--- config.mk ---
export PLATFORM = sky130hd
export DESIGN_NAME = dynamic_branch_predictor
export DESIGN_NICKNAME = d
export VERILOG_FILES = /design/src/rtl/bp_pkg.sv /design/src/rtl/bht_table.sv /design/src/rtl/dynamic_branch_predictor.sv
export SDC_FILE = /design/constraint.sdc
export NUM_CORES = 1
export LEC_CHECK = 0
export CORE_MARGIN = 2
export CORE_UTILIZATION = 56
export DETAILED_ROUTE_END_ITERATION = 16
export PLACE_DENSITY_LB_ADDON = 0.08
export REMOVE_ABC_BUFFERS = 1
export SLEW_MARGIN = 40
export SYNTH_ARGS = -nofsm -noshare
export SYNTH_HDL_FRONTEND = slang
export SYNTH_HIERARCHICAL = 1
export SYNTH_SLANG_ARGS = --single-unit
--- constraint.sdc ---
create_clock -name clk -period 12 [get_ports clk]
set_input_delay 3 -clock clk [delete_from_list [all_inputs] [get_ports clk]]
set_output_delay 3 -clock clk [all_outputs]
set_load 0.02 [all_outputs]
--- src/rtl/bp_pkg.sv ---
// Shared constants and saturating-counter helpers for the branch predictor.
// Counters are carried in a 4-bit container and sliced to COUNTER_BITS by users.
package bp_pkg;

    localparam int MODE_STATIC  = 0;
    localparam int MODE_DYNAMIC = 1;

    localparam int CTR_MAX_W = 4;

    typedef logic [CTR_MAX_W-1:0] ctr_t;

    function automatic ctr_t ctr_max(input int bits);
        return ctr_t'((1 << bits) - 1);
    endfunction

    // Weakly-not-taken: MSB clear, every lower bit set.
    function automatic ctr_t ctr_reset(input int bits);
        return ctr_t'((1 << (bits - 1)) - 1);
    endfunction

    function automatic ctr_t sat_inc(input ctr_t v, input int bits);
        return (v >= ctr_max(bits)) ? v : v + ctr_t'(1);
    endfunction

    function automatic ctr_t sat_dec(input ctr_t v);
        return (v == '0) ? v : v - ctr_t'(1);
    endfunction

endpackage

--- src/rtl/bht_table.sv ---
// Branch history table: saturating counters with one combinational read port
// and one synchronous saturating-update port.
module bht_table
    import bp_pkg::*;
#(
    parameter int ENTRIES = 64,
    parameter int CW      = 2,
    localparam int IDX_W  = $clog2(ENTRIES)
) (
    input  logic             clk,
    input  logic             rst_n,
    input  logic [IDX_W-1:0] i_rd_idx,
    output logic [CW-1:0]    o_rd_ctr,
    input  logic             i_wr_en,
    input  logic [IDX_W-1:0] i_wr_idx,
    input  logic             i_wr_taken
);

    logic [CW-1:0] r_ctr [ENTRIES];
    ctr_t          w_cur;
    logic [CW-1:0] w_next;

    assign o_rd_ctr = r_ctr[i_rd_idx];
    assign w_cur    = ctr_t'(r_ctr[i_wr_idx]);
    assign w_next   = CW'(i_wr_taken ? sat_inc(w_cur, CW) : sat_dec(w_cur));

    always_ff @(posedge clk or negedge rst_n) begin
        if (!rst_n) begin
            for (int i = 0; i < ENTRIES; i++) begin
                r_ctr[i] <= CW'(ctr_reset(CW));
            end
        end else if (i_wr_en) begin
            r_ctr[i_wr_idx] <= w_next;
        end
    end

endmodule

--- src/rtl/dynamic_branch_predictor.sv ---
// Decode-stage taken/not-taken predictor with execute-stage training,
// misprediction redirect and resolved/mispredicted statistics.
module dynamic_branch_predictor
    import bp_pkg::*;
#(
    parameter int DATA_WIDTH   = 32,
    parameter int BHT_ENTRIES  = 64,
    parameter int COUNTER_BITS = 2,
    parameter int MODE         = 1,
    parameter int STAT_WIDTH   = 32
) (
    input  logic                  clk,
    input  logic                  rst_n,
    input  logic                  Branch_d,
    input  logic [DATA_WIDTH-1:0] PC_d,
    input  logic [DATA_WIDTH-1:0] ImmExt_d,
    input  logic                  Branch_e,
    input  logic                  EQ,
    input  logic [DATA_WIDTH-1:0] PC_e,
    input  logic [DATA_WIDTH-1:0] ImmExt_e,
    input  logic [DATA_WIDTH-1:0] PCPlus4_e,
    input  logic                  predicted_e,
    input  logic                  stall_e,
    output logic                  predict_taken,
    output logic [DATA_WIDTH-1:0] predict_target,
    output logic                  mispredict,
    output logic [DATA_WIDTH-1:0] correct_PC,
    output logic [STAT_WIDTH-1:0] branch_count,
    output logic [STAT_WIDTH-1:0] mispredict_count
);

    localparam int IDX_W = $clog2(BHT_ENTRIES);

    logic [DATA_WIDTH-1:0] w_target;
    logic                  w_rule_taken;
    logic                  w_train;
    logic                  w_mispredict;
    logic [STAT_WIDTH-1:0] r_branch_count;
    logic [STAT_WIDTH-1:0] r_mispredict_count;

    assign w_target = PC_d + ImmExt_d;
    assign w_train  = Branch_e & ~stall_e;

    generate
        if (MODE == MODE_DYNAMIC) begin : g_dyn
            logic [COUNTER_BITS-1:0] w_rd_ctr;

            bht_table #(
                .ENTRIES (BHT_ENTRIES),
                .CW      (COUNTER_BITS)
            ) u_bht (
                .clk        (clk),
                .rst_n      (rst_n),
                .i_rd_idx   (PC_d[IDX_W+1:2]),
                .o_rd_ctr   (w_rd_ctr),
                .i_wr_en    (w_train),
                .i_wr_idx   (PC_e[IDX_W+1:2]),
                .i_wr_taken (EQ)
            );

            assign w_rule_taken = w_rd_ctr[COUNTER_BITS-1];
        end else begin : g_static
            // Backward branches (target below PC) are assumed to be loops.
            assign w_rule_taken = (w_target < PC_d);
        end
    endgenerate

    assign predict_taken  = Branch_d & w_rule_taken;
    assign predict_target = w_target;

    assign w_mispredict = w_train & (EQ != predicted_e);
    assign mispredict   = w_mispredict;
    assign correct_PC   = (Branch_e & EQ) ? PC_e + ImmExt_e : PCPlus4_e;

    always_ff @(posedge clk or negedge rst_n) begin
        if (!rst_n) begin
            r_branch_count     <= '0;
            r_mispredict_count <= '0;
        end else if (w_train) begin
            if (r_branch_count != '1) begin
                r_branch_count <= r_branch_count + STAT_WIDTH'(1);
            end
            if (w_mispredict && (r_mispredict_count != '1)) begin
                r_mispredict_count <= r_mispredict_count + STAT_WIDTH'(1);
            end
        end
    end

    assign branch_count     = r_branch_count;
    assign mispredict_count = r_mispredict_count;

endmodule

==> results of run 1 <==
## sequential cells by signal, summed over array words and instances (netlist names)
signal             flops
mispredict_count      32
g_dyn.u_bht/r_ctr    128
branch_count          32
## metrics by stage
step           cells  setup slack, ps
2_1_floorplan   1347             3530
3_3_place_gp    1969             2250
3_5_place_dp    1969             2210
4_1_cts         2001             2190
5_1_grt         2007             2000
6_report        2008             2180
## where the power goes
| part | internal [mW] | total, mW | switching [mW] |
|---|---|---|---|
| Clock | 0.289 | 0.557 | 0.268 |
| Sequential | 0.700 | 0.739 | 0.0389 |
| Combinational | 0.268 | 0.579 | 0.311 |
| Total | 1.26 | 1.88 | 0.618 |
## worst paths after layout
path                                                       to  slack [ps]                          startpoint  depth (start not counted)
setup reg to reg           g_dyn.u_bht/r_ctr[108]$_DFFE_PN1P_        8760  g_dyn.u_bht/r_ctr[105]$_DFFE_PN0P_                          8
hold / removal             g_dyn.u_bht/r_ctr[116]$_DFFE_PN1P_         460  g_dyn.u_bht/r_ctr[116]$_DFFE_PN1P_                          2
max in group asynchronous    mispredict_count[30]$_DFFE_PN0P_        7710                               rst_n                          3
min in group asynchronous   g_dyn.u_bht/r_ctr[71]$_DFFE_PN0P_        2570                               rst_n                          1
setup / recovery                           predict_target[28]        2180                             PC_d[2]                         11
hold reg to reg            g_dyn.u_bht/r_ctr[116]$_DFFE_PN1P_         460  g_dyn.u_bht/r_ctr[116]$_DFFE_PN1P_                          2
## per-layer routing
layer  wire [microns]  part of all wire  GRT usage  vias to the layer above
li1                 -                 -          -                     5646
met1            15800              0.39      0.411                     5848
met2            19700              0.49      0.548                      563
met3             3350             0.082     0.0672                      117
met4             1800             0.044      0.161                        0
met5                0                 0          0                        -
## layout by cell type, fill, tap and decap left out, types with 7 or more instances in the layout
master	instances
a21oi_1	55
nand4_1	32
a211oi_1	11
mux2_2	12
o21bai_1	7
clkdlybuf4s50_1	294
a31oi_1	7
nand2_1	288
dfrtp_1	128
nor4_1	8
nand2b_1	7
ha_1	64
nor3_1	14
nor2_1	45
buf_4	12
and3_1	16
o21ai_0	116
dfstp_2	64
diode_2	7
clkbuf_16	18
o21ai_1	68
mux4_2	47
mux2i_1	10
xnor2_1	79
a21o_1	39
inv_1	25
xor2_1	37
o211ai_1	8
nand3_1	48
## cell type report
| class | instances | area [sq um] |
|---|---|---|
| tap | 313 | 392 |
| clock inverter | 14 | 138 |
| antenna | 7 | 17.5 |
| timing repair buffer | 309 | 3060 |
| sequential | 192 | 4880 |
| clock buffer | 18 | 450 |
| inverter | 25 | 93.8 |
| multi-input combinational | 1130 | 7830 |
| fill | 1699 | 5980 |
## worst register-to-register path, stage by stage (launching register included)
cell,delay [ps]
dfrtp_1,430
mux4_2,470
mux2_2,280
a22oi_1,220
nand3_1,130
a211oi_2,280
maj3_2,720
buf_4,480
o21ai_1,160
==> results by group, run 1 <==
Die
  • Core outline area: 22800 sq um
  • Starting density of the core: 0.574
  • Die area: 24700 sq um
  • Die Width: 157 microns
  • IO Pins: 297
  • Die height: 157 microns
  • Core Rows: 55

Worst setup path
  • Buffers & Inverters on Critical Path: 2
  • Most common cell on crit path: clkdlybuf4s50_1
  • CP Capture Type: output port
  • Worst Path Arrival: 6820 ps
  • Top delay family on crit path: compound AO/OA/AOI/OAI gates
  • Worst endpoint required time: 9000 ps
  • Critical path type: input pin to output port
  • Critical Path Max Stage Delay: 970 ps
  • Critical path launch point type: input pin
  • Max FO, Critical Path: 9
  • CP cell instances: clkdlybuf4s50_1, ha_1, a21oi_1, o2111ai_1, a221oi_2, o21ai_2, a31o_2, a41oi_4, nor3_1, a311o_1, clkdlybuf4s50_1
  • Slowest-stage cell, CP: clkdlybuf4s50_1

Placement
  • HPWL Detailed: 30600 microns
  • IO buf count: 296
  • RePlAce Congestion: 0.974
  • Post-placement cell area: 16300 sq um

Logic synthesis
  • Synth Cell Area: 13100 sq um
  • Syn_area_per_cell: 9.27 sq um
  • Cells after Synth: 1415
  • Yosys Warn Count: 6

Clocking
  • CTS Hold Bufs: 0
  • Clock transition at the registers of the reported paths: 70 ps
  • CTS root buf: clkbuf_16
  • Clk sink count: 192
  • Post-cts resize count: 0
  • Setup bufs post-CTS: 0
  • CTS tree: done
  • Worst-Skew Late Latency: 430 ps
  • Clock Tree Buf Depth: 2
  • Htree depth: 4
  • CTS Buf Count: 17

Power
  • Max VDD drop: 0.000105 V
  • PD cells: 111 nW/um^2
  • Overall power: 1.88 mW
  • Pleak: 6.88 nW

Routing
  • DRC: 0
  • Drt initial violations: 830
  • Drt wl/cell: 20.2 microns
  • Antenna-violating nets left: 0
  • Via Count: 12200
  • Vias per cell: 6.06
  • DRT Pass-1 Iters: 5
  • WL final: 40600 microns

STA
  • Final worst path period share: 0.818
  • RSZ-0062 raised after global routing: no
  • Skew final: 9.03 ps
  • Fin crit period: 9820 ps
  • Least-Margin Pin Slew: 862 ps
  • Final Hold Fails: 0
  • Worst hold slack: 461 ps
  • Worst slew margin: 0.423
  • Fin. max-slew vios: 0
  • Total Neg Setup Slack: 0 ps
  • Final setup viols: 0
  • F_max: 102 MHz

GRT
  • Largest net degree at the start of global routing: 73
  • Antenna violations before repair: 7
  • Grt total ovfl: 0
  • Wire length of the first global-routing pass: 62900 microns
  • GRT Util Overall: 0.329
  • Vias in the first global route: 11600

Final layout
  • Ratio of cells with drive above 1 in the final layout: 0.124
  • Util after Layout: 0.738
  • Area delta synth->final: 28.6%
  • Final nets: 1908
  • Post-route cell area: 16900 sq um

Run status
  • Status: completed

Job
  • Max-cap violation count: 0

Worst hold path
  • Hold WC Path Type: flop to flop
(Power assumes the default switching activity.)
==> run 2: changes to the inputs <==
Settings changed: CORE_UTILIZATION 56 to 52.
Clock period 12 ns to 9.1 ns, I/O delays scaled along.
==> run 2 against run 1 <==
Net effect:
- cell count rose by 0.65%
- first-iteration DRC count is 3.7% higher
- sequential share of layout area decreased by 0.13 points
- cell area is 0.47% higher
- critical path depth increased by 1
- setup slack got worse by 1300 ps
- count of clock-buffer cells in the layout down 1
- die area is 7.5% higher
- critical path type unchanged
- largest power group unchanged
==> results by group, run 2 (synthesis gave the netlist of run 1 again) <==
STA
  • Worst slew margin: 0.488 (was 0.423)
  • Final Hold Fails: 0 (unchanged)
  • RSZ-0062 raised after global routing: no (unchanged)
  • Total Neg Setup Slack: 0 ps (unchanged)
  • Fin. max-slew vios: 0 (unchanged)
  • Final worst path period share: 0.900
  • Skew final: 9.06 ps (was 9.03 ps)
  • Fin crit period: 8190 ps
  • Final setup viols: 0 (unchanged)
  • Least-Margin Pin Slew: 762 ps (was 862 ps)
  • F_max: 122 MHz

Worst setup path
  • FF-to-FF path depth: 8 (unchanged)
  • Worst Path Arrival: 5910 ps (was 6820 ps)
  • Critical Path Stages: 12 (was 11)
  • CP cell instances: clkdlybuf4s50_1, ha_1, fa_1, a21oi_1, o22ai_1, o311ai_2, o211ai_1, a221oi_1, o21ai_0, xnor2_1, o21ai_0, clkdlybuf4s50_1 (was clkdlybuf4s50_1, ha_1, a21oi_1, o2111ai_1, a221oi_2, o21ai_2, a31o_2, a41oi_4, nor3_1, a311o_1, clkdlybuf4s50_1)
  • Buffers & Inverters on Critical Path: 2 (unchanged)
  • CP Capture Type: output port (unchanged)
  • Top delay family on crit path: compound AO/OA/AOI/OAI gates (unchanged)
  • Worst endpoint required time: 6830 ps (was 9000 ps)
  • Critical path type: input pin to output port (unchanged)
  • Critical path launch point type: input pin (unchanged)
  • Slowest-stage cell, CP: clkdlybuf4s50_1 (unchanged)
  • Critical Path Max Stage Delay: 630 ps (was 970 ps)
  • Max FO, Critical Path: 3 (was 9)

Final layout
  • Commonest non-fill, non-tap cell in the layout: clkdlybuf4s50_1 (unchanged)
  • Most frequent cells in the layout: clkdlybuf4s50_1 (294), nand2_1 (288), dfrtp_1 (128), o21ai_0 (116), xnor2_1 (79) (unchanged)
  • Post-route cell area: 16900 sq um (about the same)
  • Filler cells: 2042 (was 1699)
  • Final nets: 1908 (unchanged)
  • Largest register FFs: 128 (unchanged)
  • Area delta synth->final: 29.2% (was 28.6%)
  • Ratio of cells with drive above 1 in the final layout: 0.126 (was 0.124)
  • Biggest register: g_dyn.u_bht/r_ctr (unchanged)

Clocking
  • CTS tree: done (unchanged)
  • Setup bufs post-CTS: 0 (unchanged)
  • Clock transition at the registers of the reported paths: 70 ps (about the same)
  • Worst-Skew Late Latency: 430 ps (about the same)
  • CTS root buf: clkbuf_16 (unchanged)
  • Clock Tree Buf Depth: 2 (unchanged)
  • CTS Buf Count: 17 (unchanged)
  • Post-cts resize count: 0 (unchanged)
  • Clk sink count: 192 (unchanged)
  • CTS Hold Bufs: 0 (unchanged)
  • Htree depth: 4 (unchanged)

Die
  • Starting density of the core: 0.525 (was 0.574)
  • IO Pins: 297 (unchanged)
  • Core Rows: 58 (was 55)
  • Die area: 26500 sq um (was 24700 sq um)
  • Core outline area: 25000 sq um (was 22800 sq um)
  • Die height: 163 microns (was 157 microns)
  • Die Width: 163 microns (was 157 microns)

Power
  • Pleak: 6.90 nW (was 6.88 nW)
  • PD cells: 147 nW/um^2 (was 111 nW/um^2)
  • Max VDD drop: 0.000131 V (was 0.000105 V)

GRT
  • Grt total ovfl: 0 (unchanged)
  • Antenna violations before repair: 4 (was 7)
  • GRT Util Overall: 0.294 (was 0.329)
  • Largest net degree at the start of global routing: 110 (was 73)
  • Wire length of the first global-routing pass: 61500 microns (was 62900 microns)
  • Vias in the first global route: 11400 (was 11600)

Routing
  • DRC: 0 (unchanged)
  • Max Used Layer: met5 (was met4)
  • Detail Route met3 WL: 3010 microns (was 3350 microns)
  • Via Count: 11900 (was 12200)
  • Antenna-violating nets left: 0 (unchanged)
  • WL final: 39200 microns (was 40600 microns)
  • Vias per cell: 5.89 (was 6.06)
  • WL met1: 15700 microns (was 15800 microns)
  • Met2 WL: 19500 microns (was 19700 microns)
  • DRT Pass-1 Iters: 5 (unchanged)
  • Drt initial violations: 861 (was 830)
  • Drt wl/cell: 19.4 microns (was 20.2 microns)

Worst hold path
  • Hold WC Path Type: flop to flop (unchanged)
  • Hold Path Stages: 2 (unchanged)

Placement
  • IO buf count: 296 (unchanged)
  • HPWL Detailed: 29300 microns (was 30600 microns)
  • Post-placement cell area: 16300 sq um (about the same)
  • RePlAce Congestion: 0.911 (was 0.974)

Job
  • Max-cap violation count: 0 (unchanged)

Run status
  • Status: completed (unchanged)
## run 2: worst min-delay path, cell delays in order, from the launching register on
cell and delay (ps):
dfstp_2 370, nand2_1 40, o21ai_1 50
## run 2: area by class of cell
cell class                 instances  area, sq um  area share
clock inverter                    15          175      0.0103
tap                              330          413      0.0244
clock buffer                      17          425      0.0251
antenna                            3         7.51    0.000443
inverter                          25         93.8     0.00554
multi-input combinational       1130         7850       0.463
sequential                       192         4880       0.288
timing repair buffer             309         3100       0.183
## run 2: layer usage
layer,GRT usage,vias to the layer above
met5,0,-
met4,0.0849,4
met3,0.0596,77
met2,0.511,451
met1,0.374,5717
li1,-,5649
## run 2: through the flow
stage	cells	power, mW	setup WS, ps	hold slack, ps	utilization
2_1_floorplan	1347	1.39	2080	442	-
3_3_place_gp	1984	1.73	1000	448	0.651
3_5_place_dp	1984	1.74	913	454	0.652
4_1_cts	2016	2.50	915	464	0.676
5_1_grt	2019	2.61	674	474	0.679
6_report	2021	2.49	911	461	0.679
## run 2: path summary, 6_finish.rpt
path | startpoint | to | slack (ps)
min in group asynchronous | rst_n | g_dyn.u_bht/r_ctr[77]$_DFFE_PN0P_ | 1700
min reg2reg | g_dyn.u_bht/r_ctr[96]$_DFFE_PN1P_ | g_dyn.u_bht/r_ctr[96]$_DFFE_PN1P_ | 460
min | g_dyn.u_bht/r_ctr[96]$_DFFE_PN1P_ | g_dyn.u_bht/r_ctr[96]$_DFFE_PN1P_ | 460
max in group asynchronous | rst_n | g_dyn.u_bht/r_ctr[114]$_DFFE_PN1P_ | 6500
max reg2reg | g_dyn.u_bht/r_ctr[35]$_DFFE_PN0P_ | g_dyn.u_bht/r_ctr[17]$_DFFE_PN0P_ | 5850
max | PC_e[0] | correct_PC[22] | 910
## run 2: power by group
part / total [mW] / internal, mW / switching (mW)
clock network: 0.757 / 0.414 / 0.343
registers: 0.974 / 0.924 / 0.0508
logic: 0.759 / 0.356 / 0.403
total: 2.49 / 1.69 / 0.797
